[src/rtl/imuldiv_mul_arbiter.sv]
// Round-robin arbiter sharing one iterative multiplier between two requesters.
// Optional zero-operand bypass: define IMULDIV_ARB_ZERO_BYPASS_EN.
module imuldiv_mul_arbiter #(
  parameter int OP_W  = 32,
  parameter int RES_W = 64
) (
  input  logic             clk,
  input  logic             reset,
  input  logic [OP_W-1:0]  req0_msg_a,
  input  logic [OP_W-1:0]  req0_msg_b,
  input  logic             req0_val,
  output logic             req0_rdy,
  output logic [RES_W-1:0] resp0_msg_result,
  output logic             resp0_val,
  input  logic             resp0_rdy,
  input  logic [OP_W-1:0]  req1_msg_a,
  input  logic [OP_W-1:0]  req1_msg_b,
  input  logic             req1_val,
  output logic             req1_rdy,
  output logic [RES_W-1:0] resp1_msg_result,
  output logic             resp1_val,
  input  logic             resp1_rdy,
  output logic [OP_W-1:0]  mul_msg_a,
  output logic [OP_W-1:0]  mul_msg_b,
  output logic             mul_val,
  input  logic             mul_rdy,
  input  logic [RES_W-1:0] mul_resp_msg_result,
  input  logic             mul_resp_val,
  output logic             mul_resp_rdy,
  output logic             owner,
  output logic             busy
);

  typedef enum logic [1:0] {IDLE, ISSUE, WAIT, RESP} state_t;

  state_t             state_r;
  state_t             state_s;
  logic               prio_r;
  logic               owner_r;
  logic [OP_W-1:0]    a_r;
  logic [OP_W-1:0]    b_r;
  logic [RES_W-1:0]   result_r;

  logic               grant_s;
  logic [OP_W-1:0]    sel_a_s;
  logic [OP_W-1:0]    sel_b_s;
  logic               fire_s;
  logic               resp_fire_s;
  logic               zero_s;

  // Arbitration, handshake qualification and next-state selection
  always_comb begin
    grant_s     = prio_r;
    sel_a_s     = req0_msg_a;
    sel_b_s     = req0_msg_b;
    fire_s      = 1'b0;
    resp_fire_s = 1'b0;
    zero_s      = 1'b0;
    state_s     = state_r;

    if (req0_val && !req1_val) begin
      grant_s = 1'b0;
    end else if (!req0_val && req1_val) begin
      grant_s = 1'b1;
    end else begin
      grant_s = prio_r;
    end

    if (grant_s) begin
      sel_a_s = req1_msg_a;
      sel_b_s = req1_msg_b;
    end else begin
      sel_a_s = req0_msg_a;
      sel_b_s = req0_msg_b;
    end

    fire_s      = !reset && (state_r == IDLE) && (req0_val || req1_val);
    resp_fire_s = !reset && (state_r == RESP) && (owner_r ? resp1_rdy : resp0_rdy);
`ifdef IMULDIV_ARB_ZERO_BYPASS_EN
    zero_s      = (sel_a_s == {OP_W{1'b0}}) || (sel_b_s == {OP_W{1'b0}});
`else
    zero_s      = 1'b0;
`endif

    case (state_r)
      IDLE: begin
        if (fire_s) begin
          state_s = zero_s ? RESP : ISSUE;
        end else begin
          state_s = IDLE;
        end
      end
      ISSUE: begin
        if (mul_rdy) begin
          state_s = WAIT;
        end else begin
          state_s = ISSUE;
        end
      end
      WAIT: begin
        if (mul_resp_val) begin
          state_s = RESP;
        end else begin
          state_s = WAIT;
        end
      end
      RESP: begin
        if (resp_fire_s) begin
          state_s = IDLE;
        end else begin
          state_s = RESP;
        end
      end
      default: state_s = IDLE;
    endcase
  end

  // Handshake outputs are forced low while reset is held, whatever state the FSM is in
  always_comb begin
    req0_rdy         = !reset && (state_r == IDLE) && !grant_s;
    req1_rdy         = !reset && (state_r == IDLE) &&  grant_s;
    mul_val          = !reset && (state_r == ISSUE);
    mul_resp_rdy     = !reset && (state_r == WAIT);
    resp0_val        = !reset && (state_r == RESP) && !owner_r;
    resp1_val        = !reset && (state_r == RESP) &&  owner_r;
    resp0_msg_result = result_r;
    resp1_msg_result = result_r;
    mul_msg_a        = a_r;
    mul_msg_b        = b_r;
    owner            = owner_r;
    busy             = (state_r != IDLE);
  end

  // State, priority, operand and result registers
  always_ff @(posedge clk) begin
    if (reset) begin
      state_r  <= IDLE;
      prio_r   <= 1'b0;
      owner_r  <= 1'b0;
      a_r      <= {OP_W{1'b0}};
      b_r      <= {OP_W{1'b0}};
      result_r <= {RES_W{1'b0}};
    end else begin
      state_r <= state_s;
      if (fire_s) begin
        a_r     <= sel_a_s;
        b_r     <= sel_b_s;
        owner_r <= grant_s;
        if (zero_s) begin
          result_r <= {RES_W{1'b0}};
        end
      end
      if (mul_resp_rdy && mul_resp_val) begin
        result_r <= mul_resp_msg_result;
      end
      // The requester just served drops to lower priority
      if (resp_fire_s) begin
        prio_r <= ~owner_r;
      end
    end
  end

endmodule

[config.mk]
export PLATFORM = sky130hd
export DESIGN_NAME = imuldiv_mul_arbiter
export DESIGN_NICKNAME = d
export VERILOG_FILES = /design/src/rtl/imuldiv_mul_arbiter.sv
export SDC_FILE = /design/constraint.sdc
export NUM_CORES = 1
export LEC_CHECK = 0
export ABC_CLOCK_PERIOD_IN_PS = 2950
export BUFFER_PORTS_ARGS = -buffer_cell sky130_fd_sc_hd__buf_2
export CAP_MARGIN = 5
export CORE_AREA = 10 10 145 147
export CTS_CLUSTER_DIAMETER = 200
export DETAILED_ROUTE_END_ITERATION = 6
export DIE_AREA = 0 0 155 157
export GPL_TIMING_DRIVEN = 0
export PLACE_DENSITY = 0.68
export SLEW_MARGIN = 25
export SYNTH_ARGS = -nofsm -noshare
export SYNTH_HDL_FRONTEND = slang
export SYNTH_SLANG_ARGS = --single-unit
export TNS_END_PERCENT = 50
[constraint.sdc]
create_clock -name clk -period 2.95 [get_ports clk]
set_input_delay 0.59 -clock clk [delete_from_list [all_inputs] [get_ports clk]]
set_output_delay 0.59 -clock clk [all_outputs]
set_load 0.01 [all_outputs]
* Yosys cells after proc, flatten, opt, wreduce, memory -nomap -nowiden
Index checks and enable logic that the tools add are counted.
** Operators by class
- Equal/unequal tests :: 3
- Mux-type cells :: 10
- Bitwise logic cells :: 1
- Reduce and logical (&&, ||, !) cells :: 21
** Operator list (number)
- 2-to-1 mux 32 bit :: 2
- logical AND 1 bit :: 13
- case mux 2 bit (4 select lines) :: 1
- zero test 1 bit :: 5
- 2-to-1 mux 1 bit :: 5
- == test 2 bit (second input constant) :: 2
- 2-to-1 mux 2 bit :: 2
- == test 2 x 1 -> 1 bit (second input constant) :: 1
- zero test 2 bit :: 1
- nonzero test 2 bit :: 1
- logical OR 1 bit :: 1
- inverter 1 bit :: 1
** Word-level totals
- Register bits after elaboration :: 132
- Input bits :: 200
- Output and inout port bits :: 200
- Word-level logic and storage cells :: 41

* Logic depth before layout (Yosys ltp)
Gate-level depths: netlist (run 1).
- Depth after elaboration :: 6
- Gate-level depth with buffers :: 6
- Mapped depth without buffers :: 3

* Worst setup path before layout (run 1)
No wires, ideal clock.
- Kind :: input port to output port
- Start point :: input reset
- End point :: output req1_rdy
- Arrival :: 1340 ps
- Data required time :: 2360 ps
- Setup slack :: 1020 ps
- Stages on the path :: 4
- Path buffers :: 2
- Cell sequence :: nor3_2 buf_2 buf_2 and2_1
** On the way
- Longest elaborated chain between the ends :: 3
** RTL lines
- start: declaration :: line 8 : input logic reset,
- zero test 1 bit :: line 121 : req1_rdy = !reset && (state_r == IDLE) && grant_s;
- logical AND 1 bit (2 in a row) :: line 121
- end: declaration :: line 19 : output logic req1_rdy,
Every way passes these cells.

* Worst setup path in the final report (run 1)
- Start point :: register state_r[1]
- End point :: output req1_rdy
** On the way
- Longest elaborated chain between the ends :: 3
** RTL lines
- start: declaration :: line 36 : state_t state_r;
- start signal: assignment :: line 144 : state_r <= state_s;
- zero test 2 bit :: line 121
- logical AND 1 bit (2 in a row) :: line 121
Every way passes these cells.

==> impl_metrics.env, run 1 <==
export IMPL_insertion_delay_ns=0.42
export IMPL_dieArea_sq_um=24340
export IMPL_drt_iter0_markers=368
export IMPL_pwr_share_seq_pct=37.1
export IMPL_fp_dieH_microns=157
export IMPL_cp_required_ns=2.36
export IMPL_syn_to_final_growth_pct=46.05
export IMPL_p_switching_w=0.001668
export IMPL_yosysWarnings=0
export IMPL_finalPower_w=0.005555
export IMPL_setup_viol=0
export IMPL_endpoint_kind="primary output"
export IMPL_num_fill_cells=1817
export IMPL_grt_max_degree=17
export IMPL_die_w_microns=155
export IMPL_slew_headroom_pct=61.29
export IMPL_dr_pass1_iters=5
export IMPL_clk_root_buffer_cell="clkbuf_16"
export IMPL_routed_wl_microns=28360
export IMPL_register_area_sq_um=2643
export IMPL_post_cts_buffers=0
export IMPL_grt_setup_unrepaired="no"
export IMPL_cts_sinks=132
export IMPL_power_density_nw_per_um2=596.6
export IMPL_grt_overflow_total=0
export IMPL_grt_pass1_vias=7321
export IMPL_path_clk_slew_ns=0.07
export IMPL_r2r_setup_slack_ns=1.18
export IMPL_crit_fanout=10
export IMPL_max_cap_violations=0
export IMPL_multi_input_area_sq_um=2851
export IMPL_worst_slew_pin_slew_ns=0.5807
export IMPL_hold_class="input pin to flop"
export IMPL_ctsHoldBuffers=0
export IMPL_finalNetCount=1383
export IMPL_period_needed_ns=2.595
export IMPL_period_share_pct=87.97
export IMPL_status="complete, no violations"
export IMPL_stdcell_count=1431
export IMPL_syn_area_sq_um=6375
export IMPL_ys_types=26
export IMPL_ys_async_sr_fraction_pct=0
export IMPL_initial_core_util_pct=34.78
export IMPL_numPortBuffers=399
export IMPL_rows=50
export IMPL_synth_cells=765
export IMPL_drtAntennaViolNets=0
export IMPL_cts_tree="yes"
export IMPL_leakage_nw=4.372
export IMPL_cts_max_level=4
export IMPL_drv_slew=0
export IMPL_intPower_w=0.003886
export IMPL_cts_path_max_buffers=2
export IMPL_seq_area_frac_synth_pct=41.45
export IMPL_worstPathArrival_ns=2.01
export IMPL_startpoint_type="flop"
export IMPL_synth_net_count=965
export IMPL_grt_pass1_wl_microns=42660
export IMPL_vdd_drop_max_uv=378.4
export IMPL_drive_gt1_share_pct=45.07
export IMPL_via_count=7303
export IMPL_cts_resized=0
export IMPL_sw_frac_of_total_pct=30.03
export IMPL_cts_buffers=17
export IMPL_fin_setup_tns_ns=0
export IMPL_dp_hpwl_microns=22320
export IMPL_clock_skew_final_ns=0.01426
export IMPL_place_congestion=0.8470
export IMPL_drc_errors=0
export IMPL_dp_cells=1398
export IMPL_pwr_share_clk_pct=42.2
export IMPL_antenna_found_initial=4
export IMPL_wire_per_inst_microns=19.82
export IMPL_synth_edf_count=0
export IMPL_grt_usage_pct=21.92
export IMPL_synth_seq_cells=132
export IMPL_criticalPathCategory="flop to primary output"
export IMPL_hold_viol=0
export IMPL_pwr_share_comb_pct=20.7
export IMPL_synthFlopType="dfxtp_1"
export IMPL_core_area_sq_um=18330
export IMPL_viasPerCell=5.103
export IMPL_avgSynthCellArea_sq_um=8.333
export IMPL_io_pins=400
export IMPL_max_freq_mhz=385.4
==> power by group through the flow <==
| stage | logic (W) | registers, W | clock network [W] |
|---|---|---|---|
| after floorplan | 0.000529 | 0.00217 | 0 |
| after global placement | 0.00115 | 0.00209 | 0 |
| after detailed placement | 0.00115 | 0.00210 | 0 |
| after CTS | 0.00116 | 0.00206 | 0.00239 |
| after global routing | 0.00126 | 0.00208 | 0.00248 |
| final | 0.00115 | 0.00206 | 0.00235 |
==> cells in the mapped netlist, drive strengths merged (2+ instances only) <==
cell / number / share of area [%]
and2: 2 / 0.20
o21ai: 2 / 0.16
nand2: 130 / 7.7
o2111ai: 64 / 8.8
or2: 2 / 0.20
nand3b: 2 / 0.24
and3b: 2 / 0.27
nor3b: 3 / 0.35
nand3: 64 / 5.0
o221ai: 65 / 8.9
nor2: 6 / 0.47
inv: 3 / 0.18
buf: 103 / 11
nand2b: 64 / 6.3
clkbuf: 48 / 2.8
a21oi: 67 / 5.3
dfxtp: 132 / 41
==> worst max-delay path, cell delays in order, from the launching register on <==
cell and delay [ns]:
dfxtp_1 0.34, nor3_2 0.41, buf_2 0.31, buf_2 0.25, and2_1 0.14, buf_2 0.14
==> cells by family (layout without fill, tap and decap cells) <==
logic type,Yosys count,in the layout,share of synthesized area (%)
flops,132,132,41.45
other cells,0,1,0
simple gates,277,277,21.02
fa+ha+maj,1,1,0.1766
buf+inv,154,585,13.82
compound gates,201,201,23.53
==> routing by layer <==
layer | vias to the layer above | track usage, % | wire length [microns]
met2 | 349 | 37.63 | 14160
met5 | - | 0 | 24
li1 | 3556 | - | -
met3 | 29 | 10.07 | 3113
met4 | 6 | 5.533 | 359
met1 | 3363 | 23.97 | 10700
==> per-stage QoR <==
stage               setup WS (ns)  area [sq um]  hold WS, ns  util (%)
global route               0.1578          9308       0.3884     50.78
finish                     0.3550          9310       0.4068     50.79
global placement           0.4302          8665       0.4561     47.27
CTS                        0.2986          9308       0.3814     50.78
detailed placement         0.4433          8665       0.4611     47.27
floorplan                   1.020          6375       0.4928         -
==> layout make-up <==
class | instances | area share, %
Inverter | 3 | 0.1210
Clock buffer | 17 | 4.569
Clock inverter | 15 | 2.338
Multi-Input combinational cell | 479 | 30.63
Sequential cell | 132 | 28.38
Buffer | 151 | 9.340
Tap cell | 234 | 3.145
Antenna cell | 1 | 0.02688
Timing Repair Buffer | 399 | 21.45
==> flip-flops by register name (all words and copies together) (netlist names) <==
signal,flops
state_r,2
mul_msg_b,32
owner,1
resp0_msg_result,64
mul_msg_a,32
prio_r,1
==> placed cells by master, fill, tap and decap left out, types with 2 or more instances in the layout <==
cell       Yosys  routed
a21oi_1       67      67
and2_1         2       2
and3b_1        2       2
buf_2         32     431
buf_4         70      70
bufinv_16      0       4
clkbuf_1      48      48
clkbuf_16      0      17
clkinv_4       0       3
dfxtp_1      132     132
inv_1          3       3
inv_6          0       6
nand2_1      130     130
nand2b_1      64      64
nand3_1       64      64
nand3b_1       2       2
nor2_1         5       5
nor3b_1        3       3
o2111ai_1     64      64
o21ai_0        2       2
o221ai_1      65      65
or2_2          2       2
==> final timing paths <==
kind                           to                    start  depth (start not counted)
min          resp0_msg_result[20]  mul_resp_msg_result[20]                          3
max reg2reg         mul_msg_b[28]               state_r[1]                          5
min reg2reg  resp0_msg_result[42]     resp0_msg_result[42]                          2
max                      req1_rdy               state_r[1]                          5
No activity file was read; power rests on OpenSTA's default activity.
==> run 2: changes to the inputs <==
--- a/config.mk
+++ b/config.mk
@@ -5,15 +5,16 @@
 export SDC_FILE = /design/constraint.sdc
 export NUM_CORES = 1
 export LEC_CHECK = 0
+export ABC_AREA = 1
 export ABC_CLOCK_PERIOD_IN_PS = 2950
 export BUFFER_PORTS_ARGS = -buffer_cell sky130_fd_sc_hd__buf_2
 export CAP_MARGIN = 5
-export CORE_AREA = 10 10 145 147
+export CORE_AREA = 10 10 147 149
 export CTS_CLUSTER_DIAMETER = 200
 export DETAILED_ROUTE_END_ITERATION = 6
-export DIE_AREA = 0 0 155 157
+export DIE_AREA = 0 0 157 159
 export GPL_TIMING_DRIVEN = 0
-export PLACE_DENSITY = 0.68
+export PLACE_DENSITY = 0.65
 export SLEW_MARGIN = 25
 export SYNTH_ARGS = -nofsm -noshare
 export SYNTH_HDL_FRONTEND = slang
==> impl_metrics.env, run 2 <==
export IMPL_status="complete, no violations"
export IMPL_io_pins=400
export IMPL_post_synth_main_area_contributors="dfxtp_1, nand2_1, buf_4"
export IMPL_insertion_delay_ns=0.42
export IMPL_setup_viol=0
export IMPL_endpoint_kind="primary output"
export IMPL_cts_tree="yes"
export IMPL_vdd_drop_max_uv=393.1
export IMPL_period_share_pct=84.48
export IMPL_fin_setup_tns_ns=0
export IMPL_ys_types=20
export IMPL_place_congestion=0.8576
export IMPL_startpoint_type="flop"
export IMPL_criticalPathCategory="flop to primary output"
export IMPL_post_cts_buffers=0
export IMPL_crit_slowest_cell="dfxtp_1"
export IMPL_clock_skew_final_ns=0.01191
export IMPL_max_cap_violations=0
export IMPL_holdWs_ns=0.4160
export IMPL_syn_area_sq_um=6146
export IMPL_cp_top_family="simple AND/OR/NAND/NOR gates"
export IMPL_largest_reg_flops=64
export IMPL_worstPathArrival_ns=1.90
export IMPL_drv_slew=0
export IMPL_seq_area_frac_synth_pct=43.00
export IMPL_via_count=7035
export IMPL_viasPerCell=4.507
export IMPL_grt_max_degree=17
export IMPL_synth_cells=894
export IMPL_worst_slew_pin_slew_ns=0.5187
export IMPL_path_clk_slew_ns=0.06
export IMPL_drive_gt1_share_pct=40.60
export IMPL_synth_top_cell_by_area="dfxtp_1"
export IMPL_power_density_nw_per_um2=621.1
export IMPL_drtAntennaViolNets=0
export IMPL_cts_resized=0
export IMPL_critPathMaxStageDelay_ns=0.38
export IMPL_drc_errors=0
export IMPL_dr_pass1_iters=4
export IMPL_grt_pass1_vias=7004
export IMPL_clk_root_buffer_cell="clkbuf_16"
export IMPL_cp_num_buf_inv=3
export IMPL_finalNetCount=1512
export IMPL_synthFlopType="dfxtp_1"
export IMPL_ys_async_sr_fraction_pct=0
export IMPL_rows=50
export IMPL_register_area_sq_um=2643
export IMPL_synth_most_common_cell="nand2_1"
export IMPL_synth_top_area_share_pct=43.00
export IMPL_cp_required_ns=2.36
export IMPL_hold_class="input pin to flop"
export IMPL_hold_viol=0
export IMPL_routed_wl_microns=26460
export IMPL_cts_buffers=17
export IMPL_slew_headroom_pct=65.42
export IMPL_crit_fanout=10
export IMPL_initial_core_util_pct=33.08
export IMPL_fp_dieH_microns=159
export IMPL_period_needed_ns=2.492
export IMPL_final_cell_mix="buf_2, nand2_1, dfxtp_1"
export IMPL_synth_edf_count=0
export IMPL_max_freq_mhz=401.3
export IMPL_wire_per_inst_microns=16.95
export IMPL_leakage_nw=5.092
export IMPL_antenna_found_initial=7
export IMPL_dp_cells=1527
export IMPL_dieArea_sq_um=24960
export IMPL_ctsHoldBuffers=0
export IMPL_avgSynthCellArea_sq_um=6.875
export IMPL_cts_sinks=132
export IMPL_die_w_microns=157
export IMPL_cts_path_max_buffers=2
export IMPL_syn_to_final_growth_pct=46.80
export IMPL_design_area_sq_um=9022
export IMPL_grt_setup_unrepaired="no"
export IMPL_num_fill_cells=1975
export IMPL_grt_usage_pct=20.11
export IMPL_postPlaceCellArea_sq_um=8436
export IMPL_dp_hpwl_microns=21340
export IMPL_stdcell_count=1561
export IMPL_grt_pass1_wl_microns=39640
export IMPL_multi_input_area_sq_um=2425
export IMPL_crit_chain="nand2_1 > nand2_2 > nand2_2 > buf_6 > buf_2 > nor2_1 > buf_2"
export IMPL_synth_common_cells="nand2_1, dfxtp_1, nand3_1"
export IMPL_synth_seq_cells=132
export IMPL_cts_max_level=4
export IMPL_drt_iter0_markers=284
export IMPL_synth_net_count=1094
export IMPL_final_common_cell="buf_2"
export IMPL_grt_overflow_total=0
export IMPL_yosysWarnings=0
export IMPL_core_area_sq_um=18580
export IMPL_numPortBuffers=399
==> run 2: worst register-to-register path, delay by kind of cell (launching register included) <==
family	cells	cell delay (ns)
simple gates	6	0.72
flops	1	0.38
buf+inv	3	0.41
==> run 2: layout make-up <==
cell class	count	area share, %
Timing Repair Buffer	399	22.13
Antenna cell	2	0.05547
Multi-Input combinational cell	567	26.88
Clock inverter	13	1.650
Buffer	120	8.834
Clock buffer	19	4.798
Sequential cell	132	29.29
Inverter	75	3.120
Tap cell	234	3.245
==> run 2: final timing paths <==
check / cells after the start / from / end / slack [ns]
worst min register to register: 2 / mul_msg_a[16] / mul_msg_a[16] / 0.47
worst min-delay path: 3 / mul_resp_msg_result[50] / resp0_msg_result[50] / 0.42
worst max-delay path: 7 / prio_r / req1_rdy / 0.46
worst max register to register: 9 / prio_r / mul_msg_a[23] / 1.33
==> run 2: report_power, final <==
part | internal [W] | switching [W]
combinational | 0.000565 | 0.000776
sequential | 0.00201 | 0.000135
clock | 0.00126 | 0.000858
total | 0.00384 | 0.00177
==> run 2: kinds of logic after synthesis <==
kind of cell / count (synthesis) / synth area share, %
simple gates: 440 / 29.11
buf+inv: 195 / 17.55
flops: 132 / 43.00
compound gates: 127 / 10.34
==> run 2: per-stage QoR <==
stage          util (%)  total power, W  setup slack, ns
3_3_place_gp      45.40        0.003529           0.5557
4_1_cts           48.53        0.005680           0.3739
5_1_grt           48.53        0.005914           0.2933
6_report          48.56        0.005604           0.4579
2_1_floorplan         -        0.002899            1.039
3_5_place_dp      45.40        0.003543           0.5433
==> run 2: per-layer routing <==
| metal | up-vias | GRT usage, % | wire (microns) |
|---|---|---|---|
| met5 | - | 0 | 33 |
| met4 | 6 | 3.519 | 211 |
| met3 | 18 | 9.714 | 2917 |
| met2 | 281 | 35.74 | 13190 |
| met1 | 3155 | 21.07 | 10110 |
| li1 | 3575 | - | - |
